--- config.mk ---
export PLATFORM = sky130hd
export DESIGN_NAME = mem_hs_ctrl
export DESIGN_NICKNAME = d
export VERILOG_FILES = /design/src/rtl/mem_hs_ctrl.sv
export SDC_FILE = /design/constraint.sdc
export NUM_CORES = 1
export LEC_CHECK = 0
export ABC_AREA = 1
export BUFFER_PORTS_ARGS = -buffer_cell sky130_fd_sc_hd__buf_2
export CORE_AREA = 2 2 157 159
export CTS_CLUSTER_SIZE = 40
export DETAILED_ROUTE_END_ITERATION = 7
export DIE_AREA = 0 0 159 161
export PLACE_DENSITY = 0.78
export SLEW_MARGIN = 20
export SYNTH_ARGS = -nofsm -noshare
export SYNTH_HDL_FRONTEND = slang
export SYNTH_SLANG_ARGS = --single-unit
export TNS_END_PERCENT = 100
--- constraint.sdc ---
create_clock -name Clk -period 2.85 [get_ports Clk]
set_clock_uncertainty 0.1 [all_clocks]
set_input_delay 0.57 -clock Clk [delete_from_list [all_inputs] [get_ports Clk]]
set_output_delay 0.57 -clock Clk [all_outputs]
set_load 0.005 [all_outputs]
--- src/rtl/mem_hs_ctrl.sv ---
// rtl/mem_hs_ctrl.sv - handshaked single-port memory with byte enables, held read response and hardware init
module mem_hs_ctrl #(
    parameter int                   DinLength  = 32,
    parameter int                   AddrWidth  = 3,
    parameter logic [DinLength-1:0] INIT_VALUE = '0
) (
    input  logic                   Clk,
    input  logic                   Reset,
    input  logic                   Valid,
    output logic                   Ready,
    input  logic                   R_W,
    input  logic [AddrWidth-1:0]   Addr,
    input  logic [DinLength-1:0]   Din,
    input  logic [DinLength/8-1:0] Be,
    output logic [DinLength-1:0]   Dout,
    output logic                   Dout_Valid,
    input  logic                   Dout_Ready,
    output logic                   Init_Done
);

    localparam int                   Depth     = 2 ** AddrWidth;
    localparam int                   NumBytes  = DinLength / 8;
    localparam logic [AddrWidth-1:0] LAST_ADDR = '1;

    typedef enum logic [1:0] {
        ST_INIT,
        ST_IDLE,
        ST_RESP
    } state_t;

    state_t                 state_q, state_d;
    logic [AddrWidth-1:0]   init_cnt_q, init_cnt_d;
    logic [DinLength-1:0]   dout_q, dout_d;
    logic                   dout_valid_q, dout_valid_d;
    logic                   init_done_q, init_done_d;

    logic [DinLength-1:0]   mem_q [Depth];
    logic                   mem_we;
    logic [AddrWidth-1:0]   mem_waddr;
    logic [DinLength-1:0]   mem_wdata;
    logic [DinLength-1:0]   merged_word;

    // Read-modify-write word: current contents with enabled bytes replaced by Din
    always_comb begin
        merged_word = mem_q[Addr];
        for (int i = 0; i < NumBytes; i++) begin
            if (Be[i]) begin
                merged_word[8*i +: 8] = Din[8*i +: 8];
            end
        end
    end

    // Next-state, response and memory-write decode for the INIT/IDLE/RESP controller
    always_comb begin
        state_d      = state_q;
        init_cnt_d   = init_cnt_q;
        dout_d       = dout_q;
        dout_valid_d = dout_valid_q;
        init_done_d  = init_done_q;
        mem_we       = 1'b0;
        mem_waddr    = Addr;
        mem_wdata    = merged_word;
        case (state_q)
            ST_INIT: begin
                mem_we     = 1'b1;
                mem_waddr  = init_cnt_q;
                mem_wdata  = INIT_VALUE;
                init_cnt_d = init_cnt_q + 1'b1;
                if (init_cnt_q == LAST_ADDR) begin
                    state_d     = ST_IDLE;
                    init_done_d = 1'b1;
                end
            end
            ST_IDLE: begin
                if (Valid) begin
                    if (R_W) begin
                        mem_we = 1'b1;
                    end else begin
                        dout_d       = mem_q[Addr];
                        dout_valid_d = 1'b1;
                        state_d      = ST_RESP;
                    end
                end
            end
            ST_RESP: begin
                if (Dout_Ready) begin
                    dout_valid_d = 1'b0;
                    state_d      = ST_IDLE;
                end
            end
            default: begin
                state_d = ST_INIT;
            end
        endcase
    end

    // Controller registers; reset restarts initialisation and drops any pending response
    always_ff @(posedge Clk) begin
        if (Reset) begin
            state_q      <= ST_INIT;
            init_cnt_q   <= '0;
            dout_q       <= '0;
            dout_valid_q <= 1'b0;
            init_done_q  <= 1'b0;
        end else begin
            state_q      <= state_d;
            init_cnt_q   <= init_cnt_d;
            dout_q       <= dout_d;
            dout_valid_q <= dout_valid_d;
            init_done_q  <= init_done_d;
        end
    end

    // Storage array; contents survive reset and are cleared by the INIT walk instead
    always_ff @(posedge Clk) begin
        if (!Reset && mem_we) begin
            mem_q[mem_waddr] <= mem_wdata;
        end
    end

    assign Ready      = (state_q == ST_IDLE);
    assign Dout       = dout_q;
    assign Dout_Valid = dout_valid_q;
    assign Init_Done  = init_done_q;

endmodule

# Yosys cells after proc, flatten, opt, wreduce, memory -nomap -nowiden
# Memory sizes are Yosys's and may differ from the RTL's.
# Cells that the tools add are included.
op_classes:
  n_mux: 20
  bitwise: 1
  n_addsub: 1
  n_reduce_logical: 8
  eq_ne: 7
op_table:
  columns: ["cell", "n"]
  rows:
  - ["$mux 32", 1]
  - ["$mux 8", 4]
  - ["$mux 2", 4]
  - ["$ne 2x2->1 const B", 4]
  - ["$reduce_and 4->1", 2]
  - ["$mux 1", 7]
  - ["$pmux 2 s3", 1]
  - ["$pmux 1 s2", 2]
  - ["$add 3x1->3 const B", 1]
  - ["$eq 3x3->1 const B", 1]
  - ["$mux 3", 1]
  - ["$reduce_and 3->1", 1]
  - ["$eq 2x1->1 const B", 1]
  - ["$eq 2x2->1 const B", 1]
  - ["$logic_not 2->1", 1]
  - ["$reduce_and 2->1", 1]
  - ["$reduce_bool 2->1", 1]
  - ["$logic_and 1x1->1", 1]
  - ["$logic_not 1->1", 1]
  - ["$not 1->1", 1]
totals:
  elab_cells: 43
  output_inout_bits: 35
  mem_count: 1
  ff_bits: 39
  ram_bits: 256
mem_list:
  columns: ["memory", "words", "word_bits", "rd", "rd_clocked_by_memory_dff", "write_ports", "line_no", "text"]
  rows:
  - ["mem_q", 8, 32, 1, 0, 1, "37", "logic [DinLength-1:0] mem_q [Depth];"]

# Longest topological paths before layout
logic_depth:
  ltp_word: 6
  ltp_mapped: 8
  ltp_nobuf: 8

# Worst setup path after synthesis
# No wires, ideal clock.
synth_timing:
  kind: "input port to flip-flop"
  start: "input Addr[1]"
  end: "memory mem_q[2][0] (enable)"
  slack_ns: -0.154
  stages: 5
  setup_ns: 0.421
  arrival_ns: 2.483
  path_cell_list: "inv_1 -> buf_2 -> o21ai_0 -> nand2_1 -> nor2_1"
synth_between:
  elab_chain_len: 1
synth_rtl:
  columns: ["element", "line_no", "text"]
  rows:
  - ["start: declaration", "12", "input logic [AddrWidth-1:0] Addr,"]
  - ["$mux 3", "63", "case (state_q)"]
  - ["end: declaration", "37", null]
# No other way between the ends.

# Worst setup path after layout
layout_timing:
  start: "register state_q[0]"
  end: "memory mem_q[3][15] (enable)"
layout_between:
  elab_chain_len: 5
  elab_cells_between_ends: 7
  cone_classes: "eq/ne: 1; mux: 4; reduce/logical: 2"
layout_rtl:
  columns: ["element", "line_no", "text"]
  rows:
  - ["start: declaration", "31", "state_t state_q, state_d;"]
  - ["start signal: assignment", "106", "state_q <= state_d;"]
  - ["$eq 2x1->1 / $logic_not 2->1 (equally long branches)", "63", null]
  - ["$pmux 1 s2", "63", null]
  - ["$logic_and 1x1->1", "116", "if (!Reset && mem_we) begin"]
  - ["$mux 1", "116", null]
  - ["$mux 1 (not written as such)", "117", "mem_q[mem_waddr] <= mem_wdata;"]
# Several ways; a longest one is shown, not always the timed one.

==> results_tabular.tex <==
\begin{tabular}{lr}
\hline
Metric & Value \\
\hline
\multicolumn{2}{l}{\textbf{Clocking}} \\
\quad Cts-stage hold buffer count & 0 \\
\quad Count of H-tree levels built during CTS & 1 \\
\quad CTS Sinks & 295 \\
\quad Clock tree from TritonCTS & done \\
\quad Number of cells upsized or downsized after cts & 0 \\
\quad CTS root buffer & sky130\_fd\_sc\_hd\_\_clkbuf\_16 \\
\quad Post-CTS setup buffer count & 0 \\
\quad Number of buffers on the longest clock path & 3 \\
\quad Clock transition at path regs & 0.07 ns \\
\quad Number of CTS-inserted buffers & 29 \\
\quad Insertion delay of the later-clocked pin in the worst-skew pair & 0.55 ns \\
\multicolumn{2}{l}{\textbf{Drt}} \\
\quad Wire length reported by the detailed router & 28.8 mm \\
\quad Antenna violation net count after detailed routing & 0 \\
\quad Number of iterations in the first detailed-routing pass & 5 \\
\quad Detailed router's first-iteration violation count & 1015 \\
\quad Post-route DRC & 0 \\
\quad Via count & 8984 \\
\quad Top Layer Used & met4 \\
\quad Met1 WL & 12.2 mm \\
\quad Total met3 wirelength after detailed routing & 1.98 mm \\
\quad Via-per-instance ratio & 5.24 \\
\quad Routed len/inst & 16.8 um \\
\quad Met2 layer wire length in the routed design & 13.6 mm \\
\multicolumn{2}{l}{\textbf{Yosys}} \\
\quad Sequential element share of the synthesized area & 66.6\% \\
\quad Number of instances in the synthesized netlist & 1289 \\
\quad Number of register bits inferred by synthesis & 295 \\
\quad Fraction of registers with async set/reset & 0\% \\
\quad Count of unique library cells instantiated by Yosys & 21 \\
\quad Count leader, synth & sky130\_fd\_sc\_hd\_\_nand2\_1 \\
\quad Number of warning messages in the yosys log & 0 \\
\quad Most used flip-flop cell after synthesis & sky130\_fd\_sc\_hd\_\_edfxtp\_1 \\
\quad Most frequent cells after synthesis & 300 x sky130\_fd\_sc\_hd\_\_nand2\_1, 270 x sky130\_fd\_sc\_hd\_\_inv\_1, 256 x sky130\_fd\_sc\_hd\_\_edfxtp\_1, 194 x sky130\_fd\_sc\_hd\_\_nand3\_1, 70 x sky130\_fd\_sc\_hd\_\_o21ai\_0 \\
\quad Avg Cell Area, Syn & 9.87 um2 \\
\quad Leading area contributor after synthesis & sky130\_fd\_sc\_hd\_\_edfxtp\_1 \\
\quad Synth area leaders & sky130\_fd\_sc\_hd\_\_edfxtp\_1 60\%, sky130\_fd\_sc\_hd\_\_nand2\_1 8.9\%, sky130\_fd\_sc\_hd\_\_inv\_1 8.0\% \\
\quad Mapped Nets & 1335 \\
\quad Yosys top cell area share & 60.4\% \\
\quad Number of enable flip-flop cells after synthesis & 256 \\
\quad Synthesized cell area & 0.0127 mm2 \\
\multicolumn{2}{l}{\textbf{Finish}} \\
\quad Layout area overhead & 14.5\% \\
\quad Filler cells & 1884 \\
\quad Final standard cell utilization of the core & 60.8\% \\
\quad Post-layout nets & 1413 \\
\quad Share of cells above drive strength 1 & 12.7\% \\
\quad \# diodes & 0 \\
\multicolumn{2}{l}{\textbf{Placement}} \\
\quad Final weighted congestion in routability-driven placement & 0.872 \\
\quad Detailed-placement wirelength estimate & 17.1 mm \\
\quad Port-buffer cells & 78 \\
\multicolumn{2}{l}{\textbf{STA}} \\
\quad RSZ-0062 raised after global routing & false \\
\quad Final Hold Fails & 0 \\
\quad Number of failing setup endpoints in the final timing report & 0 \\
\quad Total Neg Setup Slack & 0 ns \\
\quad Pin slew with the least headroom to its limit & 0.757 ns \\
\quad Final clock period utilization by the worst path & 87.5\% \\
\quad Max-slew violations & 0 \\
\quad Shortest period the worst path allows & 2.49 ns \\
\quad Achievable clock frequency & 401 MHz \\
\quad Slew margin rel. & 49.5\% \\
\multicolumn{2}{l}{\textbf{Power and ir drop}} \\
\quad Static leakage power & 6.48 nW \\
\quad Worst VDD drop & 0.000413 V \\
\quad Power per cell area & 636 mW/mm2 \\
\multicolumn{2}{l}{\textbf{Worst setup path}} \\
\quad Critical Path RT & 2.99 ns \\
\quad Crit Reg-Reg Startpoint & state\_q[0] \\
\quad Peak fanout along the critical path & 20 \\
\quad Critical path destination & mem\_q[3][15] \\
\quad Flop2flop setup slack & 0.36 ns \\
\quad Class of the most critical setup path & flip-flop to flip-flop \\
\quad Arrival time of the worst setup path & 2.63 ns \\
\quad R2r worst-path depth & 8 \\
\quad Startpoint class of the critical path & flip-flop \\
\quad Worst setup EP type & flip-flop \\
\quad Critical R2R Capture & mem\_q[3][15] \\
\quad Start point of the critical path & state\_q[0] \\
\multicolumn{2}{l}{\textbf{Floorplanning}} \\
\quad Vertical die dimension & 161 um \\
\quad Floorplan die area & 0.0256 mm2 \\
\quad Die width & 159 um \\
\quad \# IOs & 79 \\
\quad Starting density of the core & 53.1\% \\
\quad Core area & 0.0240 mm2 \\
\quad Row count & 57 \\
\multicolumn{2}{l}{\textbf{GRT}} \\
\quad Total congestion overflow after global routing & 0 \\
\quad Number of global-route vias before repair & 8682 \\
\quad Largest net degree at the start of global routing & 68 \\
\quad First-pass GRT wire length & 45.2 mm \\
\quad Initial antenna violation count & 0 \\
\quad Combined global-route utilization of all metal layers & 22.3\% \\
\multicolumn{2}{l}{\textbf{Run}} \\
\quad Max Cap Violations & 0 \\
\multicolumn{2}{l}{\textbf{Min path}} \\
\quad Worst hold path stage count & 2 \\
\quad Class of the tightest hold or removal check & primary input to flip-flop \\
\multicolumn{2}{l}{\textbf{Outcome}} \\
\quad Result of the run & finished, final reports clean \\
\hline
\end{tabular}
## per-layer routing
layer | vias up | track usage [%]
met5 | - | 0
met2 | 359 | 37.1
met1 | 4224 | 30.2
met4 | 0 | 8.72
li1 | 4324 | -
met3 | 77 | 2.80
## cells by family (layout without fill, tap and decap cells)
kind of cell             Yosys count  after routing  share of synthesized area, %
AND/OR/NAND/NOR                  512            512                          17.2
buffers and inverters            340            441                          10.6
flip-flops                       295            295                          66.6
AO/OA/AOI/OAI                    140            140                          5.53
adder cells (fa/ha/maj)            2              2                         0.197
## critical path: stages (launching register included)
cell and delay, ns:
sky130_fd_sc_hd__dfxtp_1 0.40, sky130_fd_sc_hd__inv_2 0.07, sky130_fd_sc_hd__nand2_1 0.13, sky130_fd_sc_hd__buf_4 0.26, sky130_fd_sc_hd__or2_2 0.17, sky130_fd_sc_hd__o21ai_0 0.11
sky130_fd_sc_hd__or2_1 0.37, sky130_fd_sc_hd__nor2_4 0.32, sky130_fd_sc_hd__buf_12 0.23
## power breakdown
| part | internal [mW] | leakage (nW) | switching, mW |
|---|---|---|---|
| registers | 4.80 | 2.81 | 0.0334 |
| logic | 0.194 | 3.21 | 0.461 |
| clock network | 2.18 | 0.460 | 1.61 |
| total | 7.17 | 6.48 | 2.10 |
## metrics by stage
stage | setup slack [ns] | instances | hold slack, ns | area [um2] | power [mW]
after global routing | 0.271 | 1714 | 0.186 | 14600 | 9.53
after CTS | 0.393 | 1714 | 0.165 | 14600 | 9.31
after detailed placement | 0.300 | 1660 | 0.374 | 13600 | 5.57
after floorplan | -0.154 | 1289 | 0.350 | 12700 | 5.32
after global placement | 0.317 | 1660 | 0.369 | 13600 | 5.55
final | 0.357 | 1714 | 0.182 | 14600 | 9.27
## how the worst min path moves through the flow
stage | slack [ns] | endpoint | startpoint
6_report | 0.18 | Dout_Valid | Reset
3_3_place_gp | 0.37 | Dout_Valid | Dout_Valid
2_1_floorplan | 0.35 | init_cnt_q[0] | init_cnt_q[0]
4_1_cts | 0.16 | Dout_Valid | Reset
5_1_grt | 0.19 | Dout_Valid | Reset
3_5_place_dp | 0.37 | Dout_Valid | Dout_Valid
## sequential cells by signal (all words and copies together), names as in the netlist
| register | count |
|---|---|
| mem_q | 256 |
| Dout | 32 |
| init_cnt_q | 3 |
| state_q | 2 |
| Dout_Valid | 1 |
| Init_Done | 1 |
## layout make-up
| type | instances | area (um2) | area share [%] |
|---|---|---|---|
| clock buffer | 34 | 754 | 5.18 |
| inverter | 273 | 1030 | 7.04 |
| clock inverter | 20 | 198 | 1.36 |
| sequential | 295 | 8470 | 58.1 |
| timing repair buffer | 114 | 738 | 5.07 |
| multi-input combinational | 654 | 2980 | 20.4 |
| tap | 324 | 405 | 2.78 |
## cell usage in the layout (no fill, tap or decap)
cell,instances
sky130_fd_sc_hd__a211oi_1,1
sky130_fd_sc_hd__a21oi_1,68
sky130_fd_sc_hd__buf_12,6
sky130_fd_sc_hd__buf_2,77
sky130_fd_sc_hd__buf_4,31
sky130_fd_sc_hd__bufinv_16,3
sky130_fd_sc_hd__clkbuf_1,4
sky130_fd_sc_hd__clkbuf_16,29
sky130_fd_sc_hd__clkbuf_8,1
sky130_fd_sc_hd__clkinv_1,2
sky130_fd_sc_hd__clkinv_2,8
sky130_fd_sc_hd__clkinv_4,1
sky130_fd_sc_hd__clkinvlp_4,4
sky130_fd_sc_hd__dfxtp_1,39
sky130_fd_sc_hd__edfxtp_1,256
sky130_fd_sc_hd__ha_1,2
sky130_fd_sc_hd__inv_1,269
sky130_fd_sc_hd__inv_2,3
sky130_fd_sc_hd__inv_6,3
sky130_fd_sc_hd__nand2_1,300
sky130_fd_sc_hd__nand3_1,194
sky130_fd_sc_hd__nand3b_1,1
sky130_fd_sc_hd__nor2_1,5
sky130_fd_sc_hd__nor2_4,8
sky130_fd_sc_hd__nor3_4,1
sky130_fd_sc_hd__o21ai_0,70
sky130_fd_sc_hd__o21ai_1,1
sky130_fd_sc_hd__or2_0,1
sky130_fd_sc_hd__or2_1,1
sky130_fd_sc_hd__or2_2,1
No activity file was read; power rests on OpenSTA's default activity.
